==> config.mk <==
export PLATFORM = sky130hd
export DESIGN_NAME = a5_prog_loader
export DESIGN_NICKNAME = d
export VERILOG_FILES = /design/src/rtl/a5_pkg.sv /design/src/rtl/a5_timeout_cnt.sv /design/src/rtl/a5_prog_loader.sv
export SDC_FILE = /design/constraint.sdc
export NUM_CORES = 1
export LEC_CHECK = 0
export ABC_AREA = 1
export CAP_MARGIN = 25
export CORE_MARGIN = 2
export CORE_UTILIZATION = 59
export CTS_BUF_LIST = sky130_fd_sc_hd__clkbuf_8
export CTS_CLUSTER_SIZE = 24
export DETAILED_ROUTE_END_ITERATION = 16
export PLACE_DENSITY = 0.92
export SYNTH_ARGS = -nofsm -noshare
export SYNTH_HDL_FRONTEND = slang
export SYNTH_SLANG_ARGS = --single-unit
==> constraint.sdc <==
create_clock -name CLK -period 5.35 [get_ports CLK]
set_clock_uncertainty 0.2 [all_clocks]
set_input_delay 1.07 -clock CLK [delete_from_list [all_inputs] [get_ports CLK]]
set_output_delay 1.07 -clock CLK [all_outputs]
set_load 0.01 [all_outputs]
==> src/rtl/a5_pkg.sv <==
// Shared state encoding and default sizing for the A5 program loader.
// Used by a5_prog_loader and a5_timeout_cnt.
package a5_pkg;

  localparam int A5_ADDR_W  = 12;
  localparam int A5_TIMEOUT = 1000;

  typedef enum logic [2:0] {
    S_IDLE,
    S_LOAD_HI,
    S_LOAD_LO,
    S_WRITE,
    S_CHK_HI,
    S_CHK_LO,
    S_DONE,
    S_ERROR
  } a5_state_e;

endpackage

==> src/rtl/a5_timeout_cnt.sv <==
// Idle-cycle watchdog for the loader byte stream.
// hit_o fires on the TIMEOUT-th consecutive idle cycle.
module a5_timeout_cnt #(
  parameter int TIMEOUT = a5_pkg::A5_TIMEOUT
) (
  input  logic clk_i,
  input  logic rst_i,
  input  logic clr_i,
  input  logic inc_i,
  output logic hit_o
);

  localparam int W = $clog2(TIMEOUT + 1);

  logic [W-1:0] cnt_q;
  logic [W-1:0] cnt_d;

  always_comb begin
    cnt_d = cnt_q;
    if (clr_i)
      cnt_d = '0;
    else if (inc_i)
      cnt_d = cnt_q + W'(1);
  end

  always_ff @(posedge clk_i or posedge rst_i) begin
    if (rst_i)
      cnt_q <= '0;
    else
      cnt_q <= cnt_d;
  end

  assign hit_o = inc_i && !clr_i &&
                 (cnt_q == W'(TIMEOUT - 1));

endmodule

==> src/rtl/a5_prog_loader.sv <==
// Byte-stream instruction-memory loader holding the core in reset.
// Define A5_LOADER_CHECKSUM_EN to require a trailing 16-bit sum.
module a5_prog_loader
  import a5_pkg::*;
#(
  parameter int ADDR_W  = A5_ADDR_W,
  parameter int TIMEOUT = A5_TIMEOUT
) (
  input  logic              CLK,
  input  logic              RST,
  input  logic              START,
  input  logic [ADDR_W-1:0] WORD_COUNT,
  input  logic              BYTE_VALID,
  input  logic [7:0]        BYTE_DATA,
  output logic              BYTE_READY,
  output logic [ADDR_W-1:0] MEM_ADDR,
  output logic [15:0]       MEM_DATA,
  output logic              MEM_WE,
  output logic              CORE_RST,
  output logic              DONE,
  output logic              ERR
);

  a5_state_e         state_q;
  logic [ADDR_W-1:0] addr_q;
  logic [ADDR_W-1:0] wc_q;
  logic [15:0]       data_q;
  logic              ready_q;
  logic              we_q;
  logic              core_rst_q;
  logic              done_q;
  logic              err_q;
`ifdef A5_LOADER_CHECKSUM_EN
  logic [15:0]       sum_q;
  logic [7:0]        chk_hi_q;
`endif

  logic accept;
  logic tmo_hit;
  logic last_word;

  assign accept    = BYTE_VALID && ready_q;
  assign last_word = (addr_q == wc_q - ADDR_W'(1));

  a5_timeout_cnt #(
    .TIMEOUT (TIMEOUT)
  ) u_tmo (
    .clk_i (CLK),
    .rst_i (RST),
    .clr_i (accept || !ready_q),
    .inc_i (ready_q),
    .hit_o (tmo_hit)
  );

  always_ff @(posedge CLK or posedge RST) begin
    if (RST) begin
      state_q    <= S_IDLE;
      addr_q     <= '0;
      wc_q       <= '0;
      data_q     <= '0;
      ready_q    <= 1'b0;
      we_q       <= 1'b0;
      core_rst_q <= 1'b1;
      done_q     <= 1'b0;
      err_q      <= 1'b0;
`ifdef A5_LOADER_CHECKSUM_EN
      sum_q      <= '0;
      chk_hi_q   <= '0;
`endif
    end else begin
      we_q <= 1'b0;
      if (tmo_hit) begin
        state_q    <= S_ERROR;
        ready_q    <= 1'b0;
        err_q      <= 1'b1;
        core_rst_q <= 1'b1;
      end else begin
        unique case (state_q)
          S_IDLE, S_DONE, S_ERROR: begin
            if (START) begin
              addr_q     <= '0;
              wc_q       <= WORD_COUNT;
              done_q     <= 1'b0;
              err_q      <= 1'b0;
              core_rst_q <= 1'b1;
`ifdef A5_LOADER_CHECKSUM_EN
              sum_q      <= '0;
`endif
              if (WORD_COUNT == '0) begin
                state_q    <= S_DONE;
                done_q     <= 1'b1;
                core_rst_q <= 1'b0;
              end else begin
                state_q <= S_LOAD_HI;
                ready_q <= 1'b1;
              end
            end
          end
          S_LOAD_HI: begin
            if (accept) begin
              data_q[15:8] <= BYTE_DATA;
              state_q      <= S_LOAD_LO;
            end
          end
          S_LOAD_LO: begin
            if (accept) begin
              data_q[7:0] <= BYTE_DATA;
              state_q     <= S_WRITE;
              ready_q     <= 1'b0;
              we_q        <= 1'b1;
            end
          end
          S_WRITE: begin
`ifdef A5_LOADER_CHECKSUM_EN
            sum_q <= sum_q + data_q;
`endif
            if (last_word) begin
`ifdef A5_LOADER_CHECKSUM_EN
              state_q <= S_CHK_HI;
              ready_q <= 1'b1;
`else
              state_q    <= S_DONE;
              done_q     <= 1'b1;
              core_rst_q <= 1'b0;
`endif
            end else begin
              addr_q  <= addr_q + ADDR_W'(1);
              state_q <= S_LOAD_HI;
              ready_q <= 1'b1;
            end
          end
`ifdef A5_LOADER_CHECKSUM_EN
          S_CHK_HI: begin
            if (accept) begin
              chk_hi_q <= BYTE_DATA;
              state_q  <= S_CHK_LO;
            end
          end
          S_CHK_LO: begin
            if (accept) begin
              ready_q <= 1'b0;
              if ({chk_hi_q, BYTE_DATA} == sum_q) begin
                state_q    <= S_DONE;
                done_q     <= 1'b1;
                core_rst_q <= 1'b0;
              end else begin
                state_q    <= S_ERROR;
                err_q      <= 1'b1;
                core_rst_q <= 1'b1;
              end
            end
          end
`endif
          default: begin
            state_q <= S_IDLE;
            ready_q <= 1'b0;
          end
        endcase
      end
    end
  end

  assign BYTE_READY = ready_q;
  assign MEM_ADDR   = addr_q;
  assign MEM_DATA   = data_q;
  assign MEM_WE     = we_q;
  assign CORE_RST   = core_rst_q;
  assign DONE       = done_q;
  assign ERR        = err_q;

endmodule

### After elaboration in Yosys (flattened, before gate mapping)

Index checks and enable logic that the tools add are counted.

* add/sub/neg operators: 3
* multiplexer cells: 33
* bitwise operators: 1
* eq/ne operators: 17
* reductions and logical operators: 23

Operators with widths (number)
* 12-bit two-way mux: 2
* 12-bit one-hot mux with 2 select lines: 1
* 10-bit two-way mux: 2
* 1-bit two-way mux: 18
* 3-bit two-way mux: 6
* 3-bit inequality test, second input constant: 6
* 3-bit AND reduction: 5
* 12-bit by 1-bit adder with 12-bit output, second input constant: 1
* 12-bit equality test: 1
* 12-bit logical NOT: 1
* 3-bit one-hot mux with 4 select lines: 1
* 12-bit by 1-bit subtractor with 12-bit output, second input constant: 1
* 10-bit by 1-bit adder with 10-bit output, second input constant: 1
* 10-bit equality test, second input constant: 1
* 2-bit inequality test, second input constant: 4
* 4-bit AND reduction: 2
* 2-bit nonzero test: 4
* 3-bit by 2-bit equality test with 1-bit output, second input constant: 2
* 3-bit equality test, second input constant: 2
* 5-bit AND reduction: 1
* 1-bit one-hot mux with 2 select lines: 2
* 1-bit one-hot mux with 4 select lines: 1
* 3-bit by 1-bit equality test with 1-bit output, second input constant: 1
* 1-bit logical AND: 3
* other kinds (7): 8

* logic and storage cells: 88
* flip-flop bits (word level): 58

### Depth between registers and ports, before layout

* depth in word-level cells: 7
* depth in mapped cells: 16
* depth with buffers taken out: 16

### By module

Synthesis repeated with hierarchy kept, for this count alone.

* cell total of the unflattened synthesis: 470
* area total of the unflattened synthesis: 3484.6 um^2

Modules (own cells, without submodules)
* a5_prog_loader: sequential area each 1202.4 um^2, area each 2931.6 um^2, times used 1, cells an instance 401
* a5_timeout_cnt: sequential area each 250.2 um^2, area each 553.0 um^2, times used 1, cells an instance 69

### Worst setup path before layout

No wires, ideal clock.

* kind: input -> register
* start: in BYTE_VALID
* end: reg state_q[1]
* setup slack: 2993 ps
* arrival time: 2037 ps
* required time: 5030 ps
* cell stages on the path: 10
* setup time: 120 ps
* cell sequence: inv_1 nand2_1 nor3_1 nand3_1 o21ai_0 nand2_1 inv_1 nand4_1 o21ai_0 inv_1

* longest elaborated chain between the ends: 7
* elaborated cells on any way between the ends: 10
* those cells by class: 3 x eq/ne; 1 x mux; 6 x reduce/logical

Ends and longest elaborated chain
* start, declared: RTL line a5_prog_loader.sv:13 `input logic BYTE_VALID,`
* 1-bit logical AND (*): RTL line a5_prog_loader.sv:42 `assign accept = BYTE_VALID && ready_q;`
* 1-bit logical OR: RTL line a5_prog_loader.sv:50 `.clr_i (accept || !ready_q),`
* 1-bit logical NOT: RTL line a5_timeout_cnt.sv:33 `assign hit_o = inc_i && !clr_i &&`
* 1-bit logical AND (2 in a row): RTL line a5_timeout_cnt.sv:33
* 3-bit inequality test (no source line)
* 3-bit AND reduction (no source line)
* end signal, assigned: RTL line a5_prog_loader.sv:57 `state_q <= S_IDLE;`
* end signal, assigned: RTL line a5_prog_loader.sv:73 `state_q <= S_ERROR;`
* end signal, assigned: RTL line a5_prog_loader.sv:90 `state_q <= S_DONE;`
* end, declared: RTL line a5_prog_loader.sv:24 `a5_state_e state_q;`

Every way passes the cells marked *; elsewhere a longest branch is shown, timed or not.
A chain may end at the register's enable or synchronous reset.

### Final worst setup path

* start: in BYTE_VALID
* end: reg wc_q[8]

* longest elaborated chain between the ends: 7

Ends and longest elaborated chain
* 1-bit logical AND: RTL line a5_prog_loader.sv:42
* 1-bit logical OR: RTL line a5_prog_loader.sv:50
* 1-bit logical NOT: RTL line a5_timeout_cnt.sv:33
* 1-bit logical AND (2 in a row): RTL line a5_timeout_cnt.sv:33
* 1-bit NOT (no source line)
* 3-bit AND reduction (no source line)
* end signal, assigned: RTL line a5_prog_loader.sv:59 `wc_q <= '0;`
* end signal, assigned: RTL line a5_prog_loader.sv:82 `wc_q <= WORD_COUNT;`
* end, declared: RTL line a5_prog_loader.sv:26 `logic [ADDR_W-1:0] wc_q;`

Every way passes these cells.

==> metrics <==
outcome finished clean; critical-path maximum fanout 24; Fin Hold WS 0.2872 ns; final critical path time including I/O delays and setup ~3 ns; Synth Flop Type dfrtp_1; mean routed wirelength per cell roughly 13 microns; leak pwr between 1.5 and 2 nW; library cell with the highest instance count after synthesis nand2_1; grt total ovfl 0; global-route wire length before repair about 13000 microns; count of final hold-check violations 0; number of enable-type register cells in the synthesized netlist 0; cell family contributing the most delay on the critical path simple AND/OR/NAND/NOR gates; CTS Sinks 58; total routing resource utilization after global routing between 20% and 30%; flip-flop and latch count after synthesis 58; Total Nets Final 524; vias post-DR 3004; via count normalized by instance count approximately 5.2; number of distinct library cell variants in the gate-level netlist after synthesis 36; startpoint of the worst-slack reg-to-reg timing path wc_q[0]$_DFFE_PP0P_; met3 track demand over resource in global routing about 8%; Reg2Reg Setup Slack 3.00 ns; number of hold buffers added after cts 0; detailed-route DRC error count 0; Placement Setup Slack around 2 ns; wirelength, routed 7680 microns; starting utilization of the core area just over 60%; type of the worst min-delay path reg2reg; TritonCTS buffer count 9; netlist area before placement about 0.0033 sq mm; critical path's most frequent cell nand2_1; standard-cell row count 27; Register-to-Register Path Depth 14; ratio of final minimum period to clock period 56.24%; data arrival at the endpoint of the critical path around 3.1 ns; half-perimeter wire length after detailed placement 5643 microns; start point of the worst hold path MEM_DATA[2]$_DFFE_PP0P_; Pre-Repair DR Iteration Count 5; layout-stage area growth over the synthesis result 24.84%; Crit path buffers/inverters 2; met2 usage about 48%; CTS-repair resized insts 0; remaining max-slew budget at the tightest pin 52.29%; CP endpoint kind flip-flop; setup repair after global routing missed its margin false; Max Fclk between 0.3 and 0.4 GHz; library cell contributing the largest single delay on the critical path nand2_1; startpoint of the most critical setup path BYTE_VALID; Post-Synthesis Net Count 466; path type of the worst setup path in2reg; Startpoint Class primary input; Placeable Area 0.005439 sq mm; data required time at the worst endpoint ~5.4 ns; portion of synthesized cell area occupied by the leading cell type 43.43%; number of H-tree levels 3; last weighted congestion value of the routability-driven placer 0.9240; Total Neg Setup Slack 0 ns; Clk pin slew, worst setup/hold paths 0.07 ns; proportion of synthesized chip area in sequential cells about 44%; Async S/R FF share, synth 100.0%; Post-synth top cells nand2_1, inv_1, dfrtp_1, o21ai_0, nor2_1; pin count of the biggest net entering global routing between 50 and 60; setup repair bufs after CTS 0; count of buffers inserted at the top-level ports 56; final number of max-transition violations 0; grt met1 use 32.22%; layer with the highest usage after global routing met2; Post-DRT Antenna Nets 0; max cap viols 0; max incr delay on CP 0.54 ns; Mean Syn Cell Area about 7.5 sq um; PD cells about 500 mW/mm^2; worst-margin pin slew around 0.72 ns; cell type with the highest aggregate area in the netlist dfrtp_1; top-level I/O count 57; Syn. warnings 0; CTS root buffer clkbuf_8; final worst setup slack about 2.3 ns; count of endpoints failing setup in the final report 0; number of logic stages on the critical path including buffering 8; initial antenna violation count 0; worst ir drop on vdd approximately 0.00038 V; reg-to-reg endpoint MEM_ADDR[1]$_DFFE_PP0P_; diode count 0; cell breakdown of the critical path clkdlybuf4s50_1, inv_1, nand2_1, nor3_1, nand3_1, nand2_1, nand2_1, o21ai_0; CTS tree done; clock latency on the worst-skew pair ~0.34 ns; die width slightly below 80 microns; top area cells in the synthesized netlist dfrtp_1, nand2_1, inv_1, o21ai_0, nor2_1; DIE HEIGHT just under 80 microns; CP endpoint wc_q[8]$_DFFE_PP0P_; fraction of final layout cells with drive strength greater than 1 9.163%; cells after synthesis roughly 440; Longest Clk Path Bufs 2; initial DRC count 171; number of global-route vias before repair around 2900; Die ar. about 0.006 sq mm
## power by group
group	internal, mW	switching [mW]	total [mW]
registers	0.571	0.137	0.708
logic	0.366	0.543	0.910
clock network	0.261	0.188	0.449
## worst min-delay path by stage
stage	to	depth (start not counted)
3_3_place_gp	u_tmo.cnt_q[0]$_DFFE_PP0P_	1
3_5_place_dp	MEM_DATA[2]$_DFFE_PP0P_	2
6_report	MEM_DATA[2]$_DFFE_PP0P_	2
4_1_cts	MEM_DATA[2]$_DFFE_PP0P_	2
2_1_floorplan	u_tmo.cnt_q[0]$_DFFE_PP0P_	1
5_1_grt	u_tmo.cnt_q[0]$_DFFE_PP0P_	1
## worst min-delay path, stage by stage, from the launching register on
cell and delay [ns]:
dfrtp_1 0.35, nand2_1 0.05, o21ai_0 0.06
## kinds of logic after synthesis
logic type,after synthesis,synth area share [%]
adder cells (fa/ha/maj),3,1.143
AO/OA/AOI/OAI,58,9.942
XOR/XNOR,15,4.000
AND/OR/NAND/NOR,221,30.36
flip-flops,58,44.23
buffers and inverters,84,10.32
## state kept, by name, summed over array words and instances, names as in the netlist, 3 cells and up
signal	cells
u_tmo.cnt_q	10
state_q	3
MEM_DATA	16
wc_q	12
MEM_ADDR	12
## per-stage QoR
stage / std cells / utilization, % / total power, mW / area [sq um]
floorplan: 439 / - / 1.334 / 3284
global placement: 558 / 71.38 / 1.573 / 3882
detailed placement: 558 / 71.38 / 1.617 / 3882
CTS: 574 / 75.39 / 2.076 / 4100
global route: 574 / 75.39 / 2.234 / 4100
finish: 574 / 75.39 / 2.067 / 4100
## metal layers
metal / up-vias / routed length [microns]
met5: - / 0
met4: 0 / 164
met3: 18 / 449
met2: 99 / 3912
met1: 1388 / 3154
li1: 1499 / -
## layout make-up
| class | instances | area (sq um) |
|---|---|---|
| well taps | 72 | 90.09 |
| repair buffers | 57 | 568.0 |
| clock buffers | 9 | 123.9 |
| flip-flops and latches | 58 | 1453 |
| inverters | 74 | 279.0 |
| fillers | 403 | 1339 |
| multi-input cells | 297 | 1493 |
| clock inverters | 7 | 93.84 |
## placed cells by master (no fill, tap or decap), types with 9 or more instances in the layout
| cell type | instances |
|---|---|
| nor2_1 | 32 |
| nor3_1 | 10 |
| xor2_1 | 12 |
| nand2_1 | 126 |
| clkdlybuf4s50_1 | 56 |
| inv_1 | 65 |
| dfrtp_1 | 57 |
| clkbuf_8 | 9 |
| o21ai_0 | 34 |
| o31ai_1 | 9 |
| nand3_1 | 22 |
Power figures use the tool's default switching activity.
